==> config.mk <==
export PLATFORM = sky130hd
export DESIGN_NAME = muxn_reg
export DESIGN_NICKNAME = d
export VERILOG_FILES = /design/src/rtl/muxn_reg.sv
export SDC_FILE = /design/constraint.sdc
export NUM_CORES = 1
export LEC_CHECK = 0
export ABC_CLOCK_PERIOD_IN_PS = 1590
export CAP_MARGIN = 20
export CELL_PAD_IN_SITES_DETAIL_PLACEMENT = 1
export CELL_PAD_IN_SITES_GLOBAL_PLACEMENT = 2
export CORE_ASPECT_RATIO = 0.9
export CORE_MARGIN = 2
export CORE_UTILIZATION = 17
export CTS_CLUSTER_SIZE = 16
export DETAILED_ROUTE_END_ITERATION = 8
export PLACE_DENSITY_LB_ADDON = 0.1
export SLEW_MARGIN = 20
export SYNTH_ARGS = -nofsm -noshare
export SYNTH_HDL_FRONTEND = slang
export SYNTH_SLANG_ARGS = --single-unit
==> constraint.sdc <==
create_clock -name clk -period 1.59 [get_ports clk]
set_input_delay 0.159 -clock clk [delete_from_list [all_inputs] [get_ports clk]]
set_output_delay 0.159 -clock clk [all_outputs]
set_load 0.01 [all_outputs]
==> src/rtl/muxn_reg.sv <==
// N-channel registered multiplexer with valid/ready on every input and on the output.
// The source channel comes from the sel port or from a round-robin arbiter, chosen at run time.
module muxn_reg #(
  parameter int N     = 4,
  parameter int WIDTH = 8,
  parameter int SELW  = $clog2(N)
) (
  input  logic               clk,
  input  logic               rst,
  input  logic [N*WIDTH-1:0] in_data,
  input  logic [N-1:0]       in_valid,
  output logic [N-1:0]       in_ready,
  input  logic               mode,
  input  logic [SELW-1:0]    sel,
  output logic [WIDTH-1:0]   out_data,
  output logic               out_valid,
  input  logic               out_ready,
  output logic [SELW-1:0]    out_chan
);

  logic [WIDTH-1:0] out_data_r;
  logic             out_valid_r;
  logic [SELW-1:0]  out_chan_r;
  logic [SELW-1:0]  rr_last_r;

  logic             load_en_s;
  logic             ext_found_s;
  logic [SELW-1:0]  ext_idx_s;
  logic             rr_found_s;
  logic [SELW-1:0]  rr_idx_s;
  logic             grant_valid_s;
  logic [SELW-1:0]  grant_idx_s;
  logic [N-1:0]     grant_oh_s;
  logic [N-1:0]     in_ready_s;
  logic [WIDTH-1:0] sel_data_s;
  logic             xfer_s;

  // External-select candidate: sel values of N or above never match any channel.
  always_comb begin
    ext_found_s = 1'b0;
    ext_idx_s   = {SELW{1'b0}};
    for (int i = 0; i < N; i++) begin
      ext_found_s = ext_found_s | (in_valid[i] && (int'(sel) == i));
      ext_idx_s   = (in_valid[i] && (int'(sel) == i)) ? SELW'(i) : ext_idx_s;
    end
  end

  // Round-robin candidate: distance k runs downward so the nearest valid channel after rr_last wins.
  always_comb begin
    rr_found_s = 1'b0;
    rr_idx_s   = {SELW{1'b0}};
    for (int k = N; k >= 1; k--) begin
      for (int i = 0; i < N; i++) begin
        rr_found_s = rr_found_s | (in_valid[i] && (((int'(rr_last_r) + k) % N) == i));
        rr_idx_s   = (in_valid[i] && (((int'(rr_last_r) + k) % N) == i)) ? SELW'(i) : rr_idx_s;
      end
    end
  end

  // Grant, ready and data steering; a stalled output register blocks every grant.
  always_comb begin
    load_en_s     = !out_valid_r || out_ready;
    grant_valid_s = mode ? rr_found_s : ext_found_s;
    grant_idx_s   = mode ? rr_idx_s : ext_idx_s;
    sel_data_s    = {WIDTH{1'b0}};
    for (int i = 0; i < N; i++) begin
      grant_oh_s[i] = grant_valid_s && (grant_idx_s == SELW'(i));
      in_ready_s[i] = grant_oh_s[i] && load_en_s && !rst;
      sel_data_s    = sel_data_s | (grant_oh_s[i] ? in_data[i*WIDTH +: WIDTH] : {WIDTH{1'b0}});
    end
    xfer_s = |in_ready_s;
  end

  // Output register and round-robin pointer; a take without a new load leaves data/chan stale.
  always_ff @(posedge clk) begin
    if (rst) begin
      out_data_r  <= {WIDTH{1'b0}};
      out_valid_r <= 1'b0;
      out_chan_r  <= {SELW{1'b0}};
      rr_last_r   <= SELW'(N - 1);
    end else if (xfer_s) begin
      out_data_r  <= sel_data_s;
      out_valid_r <= 1'b1;
      out_chan_r  <= grant_idx_s;
      if (mode) begin
        rr_last_r <= grant_idx_s;
      end else begin
        rr_last_r <= rr_last_r;
      end
    end else if (out_ready) begin
      out_valid_r <= 1'b0;
    end else begin
      out_valid_r <= out_valid_r;
    end
  end

  assign in_ready  = in_ready_s;
  assign out_data  = out_data_r;
  assign out_valid = out_valid_r;
  assign out_chan  = out_chan_r;

endmodule
# Word level (Yosys, flattened, before mapping)
# Index checks and enable logic that the tools add are counted.
# word_totals
output_inout_bits	15
input_bits	42
regBits	13
wordCells	125
# op_classes
add_sub_neg	4
n_eq_ne	18
n_bitwise	25
muxes	26
n_reduce_logical	48
# op_table
operator	n
$logic_not 32->1	4
$mux 2	17
$logic_and 1x1->1	32
$mux 8	4
$eq 3x3->1 const B	8
$or 8x8->8	3
$or 1x1->1	18
$eq 3x2->1 const B	4
$eq 2x2->1 const B	4
$reduce_or 2->1	4
$mux 1	5
$add 2x1->2 const B	2
$add 2x2->2 const B	2
$and 1x1->1 const A	4
$eq 2x1->1 const B	2
$logic_not 2->1	2
$reduce_or 4->1	1
$logic_not 1->1	2
$reduce_and 2->1	1
$reduce_bool 2->1	1
$logic_or 1x1->1	1

# Depth between registers and ports, before layout
# depth
word_depth	27
ltp_mapped	8
depth_no_buf	6

# Worst setup path after synthesis
# No wires, ideal clock.
# synth_path
path_kind	reg-to-output
start	reg rr_last_r[0]
end	out in_ready[3]
slack_ps	-111
arrival_time_ps	1542
path_stages_with_launch	7
required_ps	1431
path_buffers	1
cell_sequence	dfxtp_1 nand2b_1 a21o_1 a41oi_1 buf_4 nand2_1 nor3_1
# synth_via
elab_chain_len	25
elab_cells_between_ends	80
cone_classes	add/sub (4); eq/ne (13); mux (17); bitwise (19); reduce/logical (27)
# synth_lines
item	line	source
from (decl)	24	logic [SELW-1:0] rr_last_r;
from (signal assigned)	80	rr_last_r <= SELW'(N - 1);
from (signal assigned)	86	rr_last_r <= grant_idx_s;
from (signal assigned)	88	rr_last_r <= rr_last_r;
$add 2x1->2	54, 55	
$reduce_or 2->1 (no source line)	n/a	
$and 1x1->1 (no source line)	n/a	
$eq 3x2->1	54, 55	
$logic_and 1x1->1	54, 55	
$mux 1	55	rr_idx_s = (in_valid[i] && (((int'(rr_last_r) + k) % N) == i)) ? SELW'(i) : rr_idx_s;
$mux 2 (14 in a row)	55	
$mux 2	64	grant_idx_s = mode ? rr_idx_s : ext_idx_s;
$eq 2x2->1	67	grant_oh_s[i] = grant_valid_s && (grant_idx_s == SELW'(i));
$logic_and 1x1->1 (*)	67	
$logic_and 1x1->1 (*) (2 in a row)	68	in_ready_s[i] = grant_oh_s[i] && load_en_s && !rst;
to (decl)	12	output logic [N-1:0] in_ready,
# Mark *: on every way between the ends. The rest lies on a longest branch, timed or not.

# Worst setup path in the final report
# layout_path
start	reg rr_last_r[1]
end	out in_ready[1]
# layout_via
elab_chain_len	25
elab_cells_between_ends	80
cone_classes	add/sub (4); eq/ne (13); mux (17); bitwise (19); reduce/logical (27)
# layout_lines
item	line
$add 2x1->2	54, 55
$reduce_or 2->1 (no source line)	n/a
$and 1x1->1 (no source line)	n/a
$eq 3x2->1	54, 55
$logic_and 1x1->1	54, 55
$mux 1	55
$mux 2 (14 in a row)	55
$mux 2	64
$eq 2x1->1	67
$logic_and 1x1->1 (*)	67
$logic_and 1x1->1 (*) (2 in a row)	68
# Marked as above.

==> impl_metrics.xml <==
<?xml version="1.0" encoding="UTF-8"?>
<metrics>
  <group name="pwr">
    <metric name="power_per_cell_area" unit="nW/um^2">693</metric>
    <metric name="worst_ir_drop_vdd" unit="V">0.000272</metric>
    <metric name="leakage" unit="nW">0.811</metric>
  </group>
  <group name="clock_tree">
    <metric name="cts-root-to-sink-buffers" unit="">2</metric>
    <metric name="clock_buffer_count_from_cts" unit="">3</metric>
    <metric name="tritoncts_num_sinks" unit="">13</metric>
    <metric name="hold_buffers" unit="">0</metric>
    <metric name="cts_htree_levels" unit="">1</metric>
    <metric name="clock_insertion_delay_worst_skew" unit="ps">250</metric>
    <metric name="cts_root_buffer" unit="">sky130_fd_sc_hd__clkbuf_8</metric>
    <metric name="cts_tree" unit="">built</metric>
    <metric name="path_clk_slew" unit="ps">70</metric>
  </group>
  <group name="sta">
    <metric name="fin_setup_tns" unit="ps">-1640</metric>
    <metric name="final_period_minus_worst_setup_slack" unit="ps">1800</metric>
    <metric name="clock.fmax" unit="GHz">0.557</metric>
    <metric name="hold_slack" unit="ps">465</metric>
    <metric name="unrepaired_setup_endpoints_after_global_routing" unit="">true</metric>
    <metric name="maxSlewHeadroom" unit="%">80.8</metric>
    <metric name="worst_clock_skew" unit="ps">6.31</metric>
    <metric name="finalCritPeriodShare" unit="%">113</metric>
    <metric name="postLayoutSetupSlackWorst" unit="ps">-205</metric>
    <metric name="worst_pin_slew" unit="ps">287</metric>
    <metric name="max_slew_violation_total_from_the_final_report" unit="">0</metric>
    <metric name="hold_violations" unit="">0</metric>
    <metric name="setup_viol" unit="">12</metric>
  </group>
  <group name="outcome">
    <metric name="violated_checks" unit="">setup timing</metric>
    <metric name="outcome" unit="">finished with violations</metric>
  </group>
  <group name="drt">
    <metric name="wirelength" unit="mm">3.86</metric>
    <metric name="drtPass1Iterations" unit="">4</metric>
    <metric name="route.detailed.drc" unit="">0</metric>
    <metric name="via_count" unit="">1174</metric>
    <metric name="violation_count_after_the_first_detailed_routing_iteration" unit="">18</metric>
    <metric name="vias_per_cell" unit="">4.46</metric>
    <metric name="postRouteAntennaNets" unit="">0</metric>
    <metric name="routedWlPerCell" unit="um">14.7</metric>
  </group>
  <group name="flow_run">
    <metric name="max-cap-violations" unit="">0</metric>
  </group>
  <group name="synth">
    <metric name="synth.lib_cells_used.distinct" unit="">32</metric>
    <metric name="syn_area" unit="um^2">931</metric>
    <metric name="synthCells" unit="">110</metric>
    <metric name="avgSynthCellArea" unit="um^2">8.46</metric>
    <metric name="dominantRegCellSynth" unit="">sky130_fd_sc_hd__dfxtp_1</metric>
    <metric name="library_cell_with_the_largest_summed_area_after_synthesis" unit="">sky130_fd_sc_hd__dfxtp_1</metric>
    <metric name="postSynthRegisterBits" unit="">13</metric>
    <metric name="synth.net_count" unit="">152</metric>
    <metric name="yosys_warnings" unit="">0</metric>
    <metric name="post_synth_most_frequent_cells" unit="">sky130_fd_sc_hd__nand2_1 (18), sky130_fd_sc_hd__dfxtp_1 (13), sky130_fd_sc_hd__mux2i_1 (10)</metric>
    <metric name="yosys.cell_count.top_type" unit="">sky130_fd_sc_hd__nand2_1</metric>
    <metric name="post-synth-top-area-fraction" unit="%">28.0</metric>
    <metric name="synth.area.top_cells" unit="">sky130_fd_sc_hd__dfxtp_1 (28%), sky130_fd_sc_hd__mux2i_1 (11%), sky130_fd_sc_hd__nand2_1 (7.3%)</metric>
    <metric name="async_flop_share" unit="%">0</metric>
    <metric name="register_area_share_after_synthesis" unit="%">28.0</metric>
    <metric name="synth_enable_flop_cells" unit="">0</metric>
  </group>
  <group name="finish">
    <metric name="syn_to_final_growth" unit="%">111</metric>
    <metric name="multi_input_logic_area" unit="um^2">749</metric>
    <metric name="final-seq-area" unit="um^2">268</metric>
    <metric name="final.fill_count" unit="">611</metric>
    <metric name="num-nets-final" unit="">239</metric>
    <metric name="finish.cell_count_without_fillers" unit="">263</metric>
    <metric name="antenna_cells" unit="">0</metric>
    <metric name="stdcell_area" unit="um^2">1960</metric>
    <metric name="drive_gt1_share" unit="%">35.2</metric>
  </group>
  <group name="grt">
    <metric name="track_usage" unit="%">13.7</metric>
    <metric name="via_count_of_the_first_global_routing_pass" unit="">1366</metric>
    <metric name="total_congestion_overflow_after_global_routing" unit="">0</metric>
    <metric name="grt_start_max_net_pins" unit="">9</metric>
    <metric name="antenna_violations_before_repair" unit="">0</metric>
    <metric name="grt_use_met1" unit="%">17.0</metric>
    <metric name="met3_demand_to_capacity_share_in_global_routing" unit="%">2.67</metric>
    <metric name="first_pass_grt_wire_length" unit="mm">6.33</metric>
    <metric name="grt-busiest-layer" unit="">met2</metric>
    <metric name="globalRouteMet2Util" unit="%">23.8</metric>
  </group>
  <group name="setup_path">
    <metric name="worstPathArrival" unit="ps">1640</metric>
    <metric name="worst-path-buf-inv" unit="">2</metric>
    <metric name="critical_path.startpoint_type" unit="">flip-flop</metric>
    <metric name="crit_family" unit="">compound AO/OA/AOI/OAI gates</metric>
    <metric name="timing.critical_path.fanout_max" unit="">4</metric>
    <metric name="path_cells" unit="">nand2b_1, a21oi_2, o2111a_2, nor2_4, buf_6, nor2_2, buf_2</metric>
    <metric name="timing_worst_setup_path_type" unit="">flip-flop to output port</metric>
    <metric name="max_stage_delay" unit="ps">360</metric>
    <metric name="endpoint_kind" unit="">output port</metric>
    <metric name="worstPathRequired" unit="ps">1430</metric>
    <metric name="critPathSlowestCell" unit="">sky130_fd_sc_hd__dfxtp_4</metric>
  </group>
  <group name="floorplan">
    <metric name="total_die_area" unit="um^2">6080</metric>
    <metric name="die_w" unit="um">82</metric>
    <metric name="fp.coreArea" unit="um^2">5260</metric>
    <metric name="initial_core_utilization" unit="%">17.7</metric>
    <metric name="die-height" unit="um">74.2</metric>
    <metric name="design.portCount" unit="">57</metric>
    <metric name="row_count" unit="">25</metric>
  </group>
  <group name="placement">
    <metric name="place_hpwl" unit="mm">3.07</metric>
    <metric name="placedInstanceArea" unit="um^2">1740</metric>
    <metric name="gp_routability_congestion" unit="">0.729</metric>
    <metric name="port_buffers" unit="">56</metric>
    <metric name="place_inst" unit="">252</metric>
  </group>
  <group name="hold_path">
    <metric name="min-delay-path-class" unit="">flip-flop to flip-flop</metric>
  </group>
</metrics>
-- power by group --
part           leakage (nW)  switching [mW]  total, mW  internal, mW
clock                0.0228           0.153      0.331         0.178
combinational         0.680           0.260      0.629         0.369
sequential            0.108          0.0281      0.400         0.372
-- sequential cells by signal, summed over array words and instances (netlist names) --
signal and count:
out_data 8, out_valid 1, rr_last_r 2, out_chan 2
-- per-layer routing --
layer | vias to the layer above | wire (um)
met4 | 0 | 38
met3 | 4 | 179
li1 | 588 | -
met5 | - | 0
met1 | 547 | 1780
met2 | 35 | 1860
-- through the flow --
stage,setup WS [ps],util (%),power [mW]
2_1_floorplan,-1.08,-,0.635
3_3_place_gp,-762,33.1,0.952
3_5_place_dp,-790,33.1,0.961
4_1_cts,-213,35.7,1.34
5_1_grt,-264,37.3,1.45
6_report,-205,37.3,1.36
-- cells in the final DEF (no fill, tap or decap), drive strengths merged, types with 2 or more instances in the layout --
cell type	n
mux2i	10
o211ai	2
nor3	4
dlygate4sd2	6
clkdlybuf4s50	45
a21oi	8
mux2	4
o21ai	6
nand2b	4
dfxtp	13
nand2	18
a221oi	3
nor2b	3
buf	34
nand3	3
o221ai	3
a21o	2
and4	4
clkbuf	4
a32oi	2
nor2	10
-- cell families (layout without fill, tap and decap cells) --
group	Yosys count	in the layout	synth area share (%)
AOI/OAI and AO/OA	29	29	22.9
buffers and inverters	5	91	4.03
DFF	13	13	28.0
muxes	14	14	16.0
and+or+nand+nor	49	49	29.2
-- final timing paths --
check                                          startpoint                  endpoint  slack [ps]  cells past startpoint
worst max-delay path            rr_last_r[1]$_SDFFE_PP1P_               in_ready[1]        -210                      7
worst min-delay path             out_chan[0]$_SDFFE_PP0P_  out_chan[0]$_SDFFE_PP0P_         460                      2
worst max register to register  rr_last_r[1]$_SDFFE_PP1P_  out_data[6]$_SDFFE_PP0P_        -170                      8
worst min register to register   out_chan[0]$_SDFFE_PP0P_  out_chan[0]$_SDFFE_PP0P_         460                      2
-- final cells by class --
| cell class | count | share of cell area, % |
|---|---|---|
| clock buffers | 4 | 2.30 |
| inverters | 1 | 0.191 |
| multi-input cells | 92 | 38.2 |
| flip-flops and latches | 13 | 13.7 |
| well taps | 67 | 4.28 |
| repair buffers | 86 | 41.4 |
-- tightest hold or removal path: cells and delay by family, from the launching register on --
family	cells	cell delay, ps
and+or+nand+nor	2	100
DFF	1	320
-- what timing repair did --
action,CTS,global route
endpoints found under the setup margin,16,16
buffers inserted,5,3
pin swaps,13,5
resized for setup,47,15
No activity file was read; power rests on OpenSTA's default activity.
